==> src/rtl/wb_ram_pkg.sv <==
// Shared Wishbone B3 cycle/burst encodings and slave state type for the RAM front-ends.
package wb_ram_pkg;

    localparam logic [2:0] CtiClassic = 3'b000;
    localparam logic [2:0] CtiConst   = 3'b001;
    localparam logic [2:0] CtiInc     = 3'b010;
    localparam logic [2:0] CtiEob     = 3'b111;

    localparam logic [1:0] BteLinear = 2'b00;
    localparam logic [1:0] BteWrap4  = 2'b01;
    localparam logic [1:0] BteWrap8  = 2'b10;
    localparam logic [1:0] BteWrap16 = 2'b11;

    typedef enum logic {StIdle, StBurst} state_e;

    function automatic logic cti_is_last(input logic [2:0] cti);
        return (cti == CtiClassic) || (cti == CtiEob);
    endfunction

    // Only classic, incrementing and end-of-burst cycles are served.
    function automatic logic cti_is_bad(input logic [2:0] cti);
        return !((cti == CtiClassic) || (cti == CtiInc) || (cti == CtiEob));
    endfunction

endpackage

==> src/rtl/wb_ram_adr_gen.sv <==
// Next word address for an incrementing Wishbone burst; wrap modes only advance the low bits.
module wb_ram_adr_gen
    import wb_ram_pkg::*;
#(
    parameter int unsigned RamAw = 8
) (
    input  logic [RamAw-1:0] a_i,
    input  logic [1:0]       bte_i,
    output logic [RamAw-1:0] next_o
);

    logic [RamAw-1:0] inc;
    logic [RamAw-1:0] mask;

    always_comb begin
        inc = a_i + RamAw'(1);
        unique case (bte_i)
            BteLinear: mask = '1;
            BteWrap4:  mask = RamAw'(3);
            BteWrap8:  mask = RamAw'(7);
            BteWrap16: mask = RamAw'(15);
        endcase
        next_o = (a_i & ~mask) | (inc & mask);
    end

endmodule

==> src/rtl/wb_ram_wbif.sv <==
// Wishbone B3 slave front-end for a byte-enabled 32-bit RAM with 1-cycle registered read.
module wb_ram_wbif
    import wb_ram_pkg::*;
#(
    parameter int unsigned aw    = 32,
    parameter int unsigned depth = 256,
    localparam int unsigned ram_aw = $clog2(depth)
) (
    input  logic              wb_clk_i,
    input  logic              wb_rst_ni,
    input  logic [aw-1:0]     wb_adr_i,
    input  logic [31:0]       wb_dat_i,
    input  logic [3:0]        wb_sel_i,
    input  logic              wb_we_i,
    input  logic              wb_cyc_i,
    input  logic              wb_stb_i,
    input  logic [2:0]        wb_cti_i,
    input  logic [1:0]        wb_bte_i,
    output logic [31:0]       wb_dat_o,
    output logic              wb_ack_o,
    output logic              wb_err_o,
    output logic [3:0]        ram_we,
    output logic [31:0]       ram_din,
    output logic [ram_aw-1:0] ram_waddr,
    output logic [ram_aw-1:0] ram_raddr,
    input  logic [31:0]       ram_dout
);

    state_e            state_q, state_d;
    logic [ram_aw-1:0] cur_adr_q, cur_adr_d;
    logic              ack_q, ack_d;
    logic              err_q, err_d;

    logic              valid, beat, last, bad;
    logic [ram_aw-1:0] word_adr;
    logic [ram_aw-1:0] adr_next;
    logic              unused_adr;

    // Upper address bits alias onto the RAM; byte offset is implied by wb_sel_i.
    assign word_adr   = wb_adr_i[ram_aw+1:2];
    assign unused_adr = ^{wb_adr_i[aw-1:ram_aw+2], wb_adr_i[1:0]};

    wb_ram_adr_gen #(
        .RamAw (ram_aw)
    ) u_adr_gen (
        .a_i    (cur_adr_q),
        .bte_i  (wb_bte_i),
        .next_o (adr_next)
    );

    always_comb begin
        valid = wb_cyc_i & wb_stb_i;
        beat  = valid & ack_q;
        last  = cti_is_last(wb_cti_i);
        bad   = cti_is_bad(wb_cti_i);

        // Dropping ack after a final beat gives the RAM a turnaround cycle.
        ack_d = valid & ~bad & ~(beat & last) & ~err_q;
        err_d = valid & bad & ~err_q;

        state_d   = state_q;
        cur_adr_d = cur_adr_q;
        unique case (state_q)
            StIdle: begin
                if (valid && !bad && !ack_q) begin
                    cur_adr_d = word_adr;
                    if (wb_cti_i == CtiInc) state_d = StBurst;
                end
            end
            StBurst: begin
                if (beat && !bad) begin
                    if (last) state_d = StIdle;
                    else      cur_adr_d = adr_next;
                end
            end
        endcase
        if (!wb_cyc_i) state_d = StIdle;
    end

    always_ff @(posedge wb_clk_i or negedge wb_rst_ni) begin
        if (!wb_rst_ni) begin
            state_q   <= StIdle;
            cur_adr_q <= '0;
            ack_q     <= 1'b0;
            err_q     <= 1'b0;
        end else begin
            state_q   <= state_d;
            cur_adr_q <= cur_adr_d;
            ack_q     <= ack_d;
            err_q     <= err_d;
        end
    end

    // Read address runs one word ahead during a burst so data keeps pace with ack.
    always_comb begin
        ram_waddr = cur_adr_q;
        ram_raddr = cur_adr_q;
        unique case (state_q)
            StIdle: begin
                if (!ack_q) begin
                    ram_waddr = word_adr;
                    ram_raddr = word_adr;
                end
            end
            StBurst: begin
                if (beat) ram_raddr = adr_next;
            end
        endcase
    end

    always_comb begin
        ram_we   = wb_rst_ni ? (wb_sel_i & {4{beat & wb_we_i}}) : 4'b0000;
        ram_din  = wb_dat_i;
        wb_dat_o = ram_dout;
        wb_ack_o = ack_q;
        wb_err_o = err_q;
    end

endmodule

==> config.mk <==
export PLATFORM = sky130hd
export DESIGN_NAME = wb_ram_wbif
export DESIGN_NICKNAME = d
export VERILOG_FILES = /design/src/rtl/wb_ram_pkg.sv /design/src/rtl/wb_ram_adr_gen.sv /design/src/rtl/wb_ram_wbif.sv
export SDC_FILE = /design/constraint.sdc
export NUM_CORES = 1
export LEC_CHECK = 0
export CORE_MARGIN = 4
export CORE_UTILIZATION = 30
export DETAILED_ROUTE_END_ITERATION = 10
export PLACE_DENSITY_LB_ADDON = 0.25
export SLEW_MARGIN = 20
export SYNTH_ARGS = -nofsm -noshare
export SYNTH_HDL_FRONTEND = slang
export SYNTH_SLANG_ARGS = --single-unit
export TNS_END_PERCENT = 10
==> constraint.sdc <==
create_clock -name wb_clk_i -period 2.55 [get_ports wb_clk_i]
set_input_delay 0.51 -clock wb_clk_i [delete_from_list [all_inputs] [get_ports wb_clk_i]]
set_output_delay 0.51 -clock wb_clk_i [all_outputs]
set_load 0.02 [all_outputs]
# Word level (Yosys, flattened, before mapping)

Index checks and enable logic that the tools add are counted.

Word-level logic and storage cells: 57
Input bits: 110
Output and inout bits: 86
Flip-flop bits (word level): 11

Bitwise operators: 17
Reduce and logical (&&, ||, !) cells: 11
Eq/ne operators: 8
Mux-type cells: 16
$add $sub $neg: 1

Operators by type and width:

| operator            | count |
|---|---|
| $mux 8              | 6 |
| $pmux 8 s2          | 2 |
| $pmux 8 s4          | 1 |
| $and 8x8->8         | 2 |
| $and 1x1->1         | 9 |
| $add 8x1->8 const B | 1 |
| $not 8->8           | 1 |
| $or 8x8->8          | 1 |
| $mux 1              | 5 |
| $and 4x4->4         | 1 |
| $eq 2x2->1 const B  | 2 |
| $mux 4              | 1 |
| $ne 2x2->1 const B  | 2 |
| $eq 3x2->1 const B  | 1 |
| $eq 3x3->1 const B  | 1 |
| $logic_and 1x1->1   | 3 |
| $logic_not 3->1     | 1 |
| $logic_or 1x1->1    | 3 |
| $not 1->1           | 3 |
| $reduce_and 3->1    | 1 |
| $eq 2x1->1 const B  | 1 |
| $logic_not 1->1     | 2 |
| $logic_not 2->1     | 1 |
| $ne 2x1->1 const B  | 1 |
| $pmux 1 s2          | 1 |

# Longest topological paths before layout

Gate-level depths: netlist of run 1.

Word-level depth: 8
Mapped depth: 6
Gate-level depth less buffers: 6

# By module

A second synthesis of run 1 with hierarchy kept.

Cells, all modules: 191
Area, all modules: 1632.8 µm²

By module, submodules not included:

| module         | seq. area each (µm²) | area each (µm²) | cells each | instances |
|---|---|---|---|---|
| wb_ram_wbif    | 275.3                | 1462.7          | 169        | 1 |
| wb_ram_adr_gen | 0.0                  | 170.2           | 22         | 1 |

# Worst setup path before layout of run 1

OpenSTA, ideal clock, no wires.

Path type: input-to-output
Start: input port wb_bte_i[0]
End: output port ram_raddr[3]
Path slack: 0.419 ns
Required time: 2.040 ns
Stages on the path: 6
Arrival: 1.621 ns
Buffers on the path: 0
Cell sequence: inv_1 -> ha_1 -> nand4b_1 -> or3_1 -> nand3_1 -> o21ai_0

Word-level cells in the longest chain between the ends: 7
Elaborated cells between the ends (all ways): 11
Those cells by class: 3 x eq/ne; 3 x mux; 4 x bitwise; 1 x reduce/logical

Ends and longest elaborated chain:

| what                                     | line                 | RTL |
|---|---|---|
| start, declared                          | wb_ram_wbif.sv:18    | `input logic [1:0] wb_bte_i,` |
| $eq 2x2->1, or another cell as far along | wb_ram_adr_gen.sv:17 | `unique case (bte_i)` |
| $pmux 8 s4 *                             | wb_ram_adr_gen.sv:17 |  |
| $not 8->8                                | wb_ram_adr_gen.sv:23 | `next_o = (a_i & ~mask) \| (inc & mask);` |
| $and 8x8->8                              | wb_ram_adr_gen.sv:23 |  |
| $or 8x8->8 *                             | wb_ram_adr_gen.sv:23 |  |
| $mux 8 *                                 | wb_ram_wbif.sv:106   | `if (beat) ram_raddr = adr_next;` |
| $pmux 8 s2 *                             | wb_ram_wbif.sv:98    | `unique case (state_q)` |
| end, declared                            | wb_ram_wbif.sv:25    | `output logic [ram_aw-1:0] ram_raddr,` |

Mark *: on every way between the ends. The rest lies on a longest branch, timed or not. The select of a mux whose other input is x is not followed.

# Final worst setup path of run 1

Start: register state_q
End: output port ram_waddr[4]

Word-level cells in the longest chain between the ends: 1

Ends and longest elaborated chain:

| what                   | line              | RTL |
|---|---|---|
| start, declared        | wb_ram_wbif.sv:29 | `state_e state_q, state_d;` |
| start signal, assigned | wb_ram_wbif.sv:82 | `state_q <= StIdle;` |
| start signal, assigned | wb_ram_wbif.sv:87 | `state_q <= state_d;` |
| $mux 8                 | wb_ram_wbif.sv:98 |  |
| end, declared          | wb_ram_wbif.sv:24 | `output logic [ram_aw-1:0] ram_waddr,` |

No other way between the ends.

==> run_results.csv, run 1 <==
group,metric,value,unit
status,outcome,"finished clean",
yosys,yosysTopAreaCell,"buf_4",
routing,wl_met1,1.963,mm
yosys,ys_warn_count,0,
final_layout,num_antenna_cells,0,
setup_path,rr_startpoint,"state_q",
power,pwr-share-comb,0.455,
final_layout,syn_to_final_growth,17.61,%
yosys,synth-simple-area-share,0.1887,
setup_path,required,2.04,ns
placement,hpwl,3.344,mm
die,pin_count,196,
final_layout,post_route_cells_drive_above_1_share,0.2785,
setup_path,reg2reg_depth,5,
die,die_w,82.93,µm
yosys,async_reset_ff_frac,1.000,
setup_path,path_max_fanout,8,
routing,drc_errors,0,
hold_path,holdPathStages,1,
yosys,synth_ff_type,"dfrtp_1",
timing,fin_worst_skew,0.002264,ns
setup_path,path_class,"reg -> out",
final_layout,nFillCells,598,
final_layout,fin_cells,291,
global_routing,grt_usage,0.1241,
yosys,synth_seq_area_share,0.1634,
yosys,synthCells,214,
timing,slew_violations,0,
routing,avgRoutedWirePerCell,15.07,µm
timing,hold_violations,0,
timing,worst_pin_slew,0.3664,ns
power,powerDensity,397.2,mW/mm²
routing,wl,4.385,mm
run,maxCapViolations,0,
timing,finalCritPeriodShare,0.9558,
global_routing,overflow,0,
cts,cts_sinks,11,
power,p_switching,298.9,µW
cts,cts_hold_buf,0,
cts,cts-root-buf,"clkbuf_8",
global_routing,grt_pass1_wl,7.169,mm
final_layout,final_util,0.3619,
die,num_rows,27,
setup_path,r2r_end,"cur_adr_q[3]",
cts,clk_path_buf_depth,2,
placement,gp_congestion,0.8222,
yosys,muxShareOfSynthArea,0.08692,
setup_path,arrival,1.93,ns
setup_path,worstSetupEndpointType,"output port",
cts,clk_latency,0.24,ns
die,core,0.005473,mm²
yosys,synth_compound_area_frac,0.1828,
power,pwr-share-clk,0.230,
timing,setup_viol,0,
routing,met3_length,292,µm
timing,period_needed,2.437,ns
yosys,synth_top_family_by_area,"buffers and inverters",
cts,htreeDepth,1,
placement,dp_cells,280,
global_routing,antenna_found_initial,0,
cts,cts_tree,"yes",
die,initial_utilization,0.3077,
hold_path,hp-start,"wb_err_o",
timing,clock.fmax,0.4103,GHz
routing,drtIter0Drc,38,
yosys,synthAdderAreaFrac,0.02229,
timing,setup-tns-final,0,ns
cts,clkTransAtPathRegs,0.05,ns
routing,met2_length,2.025,mm
die,die_h,82.93,µm
yosys,synth_cell_types,48,
yosys,ys_top_cells_by_area,"buf_4 29%, dfrtp_1 16%, mux2i_1 5.3%",
power,ir_drop,0.0001781,V
power,p_int,487.7,µW
global_routing,grt_max_degree,21,
hold_path,worstHoldPathType,"reg -> reg",
yosys,synth-seq-cells,11,
yosys,synth.cell_area,0.001684,mm²
die,dieArea,0.006877,mm²
timing,rsz0062_at_grt,"true",
routing,vias,1469,
yosys,syn_nets,327,
final_layout,layout.nets,333,
power,swShare,0.3800,
power,p_leak,0.8286,nW
hold_path,min_to,"wb_ack_o",
yosys,synth_xor_xnor_area_share,0.02600,
routing,antenna_left,0,
routing,drt_pass1_iterations,4,
cts,cts_made_buffers,3,
power,power_frac_seq,0.315,
routing,top_layer,"met4",
setup_path,start_kind,"register",
setup_path,r2r_setup_slack,0.65,ns
routing,avgViaCountPerCell,5.048,
global_routing,first_global_vias,1457,
yosys,synth_top_area_frac,0.2853,
yosys,synth_edf_count,0,
timing,slew_headroom,0.7494,
placement,portBuffers,43,
yosys,avgSynthCellArea,7.870,µm²
timing repair:
| action | 4_1_cts | 5_1_grt |
|---|---|---|
| pin swaps | 1 | 2 |
| buffers inserted | 2 | 5 |
| hold endpoints to repair | 0 | 0 |
| endpoints found under the setup margin | 16 | 12 |
| resized for setup | 30 | 25 |
power groups by stage:
stage	sequential, mW	clock, mW	combinational (mW)
global placement	0.248	0	0.353
finish	0.248	0.181	0.358
CTS	0.247	0.186	0.353
detailed placement	0.250	0	0.354
global route	0.254	0.190	0.394
floorplan	0.245	0	0.334
worst max-delay path: stages (launching register included):
cell and delay, ns:
dfrtp_1 0.46, nor2_4 0.26, buf_4 0.21, nand2_1 0.05, o21ai_0 0.07, clkdlybuf4s50_1 0.63
worst max path at each step:
stage,startpoint,end,slack (ns),depth (start not counted)
after floorplan,wb_bte_i[0],ram_raddr[3],0.42,6
after global placement,wb_bte_i[0],ram_raddr[6],-0.54,8
after detailed placement,wb_bte_i[0],ram_raddr[6],-0.54,8
after CTS,wb_bte_i[0],ram_raddr[7],-0.26,8
after global routing,state_q,ram_waddr[4],-0.02,5
final,state_q,ram_waddr[4],0.11,5
cells by family after synthesis:
group                      Yosys count
AOI/OAI and AO/OA                   42
adders and majority gates            3
muxes                               14
and+or+nand+nor                     58
DFF                                 11
xor gates and xnor gates             5
buffers and inverters               81
metal layers:
metal  up-vias  GRT usage
met5         -          0
met4         0    0.05201
met3        23    0.03373
met2        63     0.1990
met1       685     0.1562
li1        698          -
final cells by class:
cell class / instances / area [µm²] / area share
Clock inverter: 1 / 5.005 / 0.002527
Inverter: 8 / 30.03 / 0.01516
Tap cell: 72 / 90.09 / 0.04548
Sequential cell: 11 / 275.3 / 0.1390
Clock buffer: 3 / 41.29 / 0.02085
Timing Repair Buffer: 74 / 634.4 / 0.3203
Multi-Input combinational cell: 122 / 904.6 / 0.4567
through the flow:
stage	total power [mW]	setup WS [ns]	instance area (µm²)	hold WS [ns]
after floorplan	0.5789	0.4192	1684	0.2144
final	0.7866	0.1128	1981	0.4658
after global placement	0.6011	-0.5357	1859	0.4614
after global routing	0.8381	-0.01646	1981	0.4847
after detailed placement	0.6040	-0.5414	1859	0.4645
after CTS	0.7856	-0.2606	1923	0.4714
synth_stat cells, types with 2 or more instances:
library cell  instances
buf_2                 3
xnor2_1               5
nor2b_1               2
nor2_1                8
ha_1                  3
or3_1                 2
a211oi_1              4
mux2i_1               9
a21oi_1               8
inv_1                 8
nand2_1              11
a2111oi_0             2
mux2_2                4
nand4_1               3
o21ai_0              12
nand3_1              10
and2_1                5
buf_4                64
clkbuf_1              4
dfrtp_1              11
o32ai_1               2
nor3_1                7
o31ai_1               2
registers in the layout (all words and copies together) (netlist names):
signal and cells:
cur_adr_q 8, state_q 1, wb_ack_o 1, wb_err_o 1
placed cells by master (no fill, tap or decap), drive strengths merged, types with 9 or more instances in the layout:
cell and n:
clkbuf 9, o21ai 13, clkdlybuf4s50 26, buf 34, nor2 9, nand2 11
mux2i 9, nand3 11, dfrtp 11
No activity file was read; power rests on OpenSTA's default activity.
==> run 2: changes to the inputs <==
TNS_END_PERCENT = 20   (was 10)
==> run_results.csv, run 2 (synthesized netlist as in run 1, its figures left out) <==
group,metric,value,unit
cts,clkTransAtPathRegs,0.05,ns
status,outcome,"finished clean",
routing,avgViaCountPerCell,4.993,
final_layout,mostFrequentLayoutCells,"33 x buf_4, 26 x clkdlybuf4s50_1, 11 x nand2_1, 11 x dfrtp_1, 10 x o21ai_0",
global_routing,overflow,0,
routing,wl,4.361,mm
power,swShare,0.3792,
power,powerDensity,398.4,mW/mm²
hold_path,worstHoldPathType,"reg -> reg",
timing,slew_headroom,0.7294,
setup_path,path_max_fanout,5,
power,pwr-share-clk,0.231,
cts,htreeDepth,1,
timing,setup_viol,0,
cts,cts-root-buf,"clkbuf_8",
routing,drtIter0Drc,49,
final_layout,final_common_cell,"buf_4",
placement,gp_congestion,0.8222,
global_routing,grt_usage,0.1241,
die,initial_utilization,0.3077,
final_layout,layout.nets,333,
power,pwr-share-comb,0.455,
power,p_int,489.2,µW
global_routing,first_global_vias,1455,
final_layout,syn_to_final_growth,17.46,%
timing,fin_worst_skew,0.002814,ns
cts,clk_latency,0.24,ns
setup_path,arrival,2.00,ns
cts,cts_tree,"yes",
final_layout,nFillCells,601,
setup_path,required,2.04,ns
global_routing,grt_max_degree,21,
timing,worst_pin_slew,0.4047,ns
timing,layout_setup_ws,0.04402,ns
cts,cts_hold_buf,0,
cts,cts_made_buffers,3,
die,num_rows,27,
die,dieArea,0.006877,mm²
final_layout,regMostFlops,"cur_adr_q",
timing,slew_violations,0,
power,power,788.0,µW
global_routing,grt_pass1_wl,7.182,mm
power,power_frac_seq,0.314,
placement,dp_cells,280,
timing,clock.fmax,0.3990,GHz
timing,setup-tns-final,0,ns
final_layout,largest_reg_flops,8,
setup_path,worstSetupEndpointType,"output port",
power,ir_drop,0.0001793,V
die,die_w,82.93,µm
placement,hpwl,3.344,mm
power,p_switching,298.8,µW
timing,hold_violations,0,
cts,clk_path_buf_depth,2,
final_layout,num_antenna_cells,0,
timing,rsz0062_at_grt,"true",
die,core,0.005473,mm²
final_layout,fin_cells,291,
routing,antenna_left,0,
die,pin_count,196,
global_routing,antenna_found_initial,0,
routing,drc_errors,0,
setup_path,start_kind,"input pin",
run,maxCapViolations,0,
routing,drt_pass1_iterations,4,
routing,vias,1453,
power,p_leak,0.8218,nW
final_layout,post_route_cells_drive_above_1_share,0.2785,
setup_path,path_class,"in -> out",
placement,portBuffers,43,
routing,avgRoutedWirePerCell,14.99,µm
placement,dp_slack,-0.5414,ns
cts,cts_sinks,11,
timing,finalCritPeriodShare,0.9827,
die,die_h,82.93,µm
timing,period_needed,2.506,ns
run 2: cell count changes in the layout (fill, tap and decap cells not counted):
cell / before / now
dlygate4sd2_1: 0 / 2
dlymetal6s2s_1: 5 / 4
clkdlybuf4s15_1: 2 / 1
o21ai_0: 11 / 10
o21ai_1: 2 / 3
buf_2: 2 / 3
buf_4: 32 / 33
clkbuf_2: 6 / 4
run 2: worst paths after layout:
kind                                   from      endpoint  slack [ns]  cells after the start
worst max-delay path            wb_bte_i[0]  ram_raddr[4]        0.04                      8
worst min register to register     wb_err_o      wb_ack_o        0.47                      1
min in group asynchronous         wb_rst_ni  cur_adr_q[6]        0.63                      2
worst min-delay path               wb_err_o      wb_ack_o        0.47                      1
worst max register to register      state_q  cur_adr_q[3]        0.66                      5
max in group asynchronous         wb_rst_ni  cur_adr_q[5]        1.76                      2
run 2: routing by layer:
layer,global-route usage,share of wire,up-vias
li1,-,-,699
met1,0.1568,0.45,677
met2,0.1983,0.46,54
met3,0.03373,0.062,23
met4,0.05201,0.024,0
met5,0,0,-
run 2: worst max-delay path, stage by stage:
cell and delay [ns]:
dlygate4sd2_1 0.24, inv_1 0.09, ha_4 0.13, nand4_1 0.26, or3_1 0.43, nand3_1 0.08, o21ai_0 0.08, buf_2 0.17
run 2: final cells by class:
cell class | count | area [µm²] | area share
Clock buffer | 3 | 41.29 | 0.02087
Clock inverter | 1 | 5.005 | 0.002530
Inverter | 8 | 30.03 | 0.01518
Multi-Input combinational cell | 122 | 904.6 | 0.4573
Sequential cell | 11 | 275.3 | 0.1392
Tap cell | 72 | 90.09 | 0.04554
Timing Repair Buffer | 74 | 631.9 | 0.3194
run 2: stage by stage:
stage	cell area (µm²)	util	hold slack, ns
6_report	1978	0.3615	0.4658
5_1_grt	1978	0.3615	0.4847
4_1_cts	1929	0.3525	0.4714
3_5_place_dp	1859	0.3397	0.4645
3_3_place_gp	1859	0.3397	0.4614
2_1_floorplan	1684	-	0.2144
run 2: power by group through the flow:
stage | Clock, mW | Combinational [mW] | Sequential (mW)
finish | 0.182 | 0.359 | 0.248
global route | 0.190 | 0.395 | 0.254
CTS | 0.186 | 0.354 | 0.247
detailed placement | 0 | 0.354 | 0.250
global placement | 0 | 0.353 | 0.248
floorplan | 0 | 0.334 | 0.245
run 2: repair_timing:
| action | 4_1_cts | 5_1_grt |
|---|---|---|
| hold endpoints to repair | 0 | 0 |
| buffers inserted | 3 | 4 |
| resized for setup | 34 | 24 |
| setup endpoints to repair | 16 | 12 |
| pin swaps | 2 | 3 |
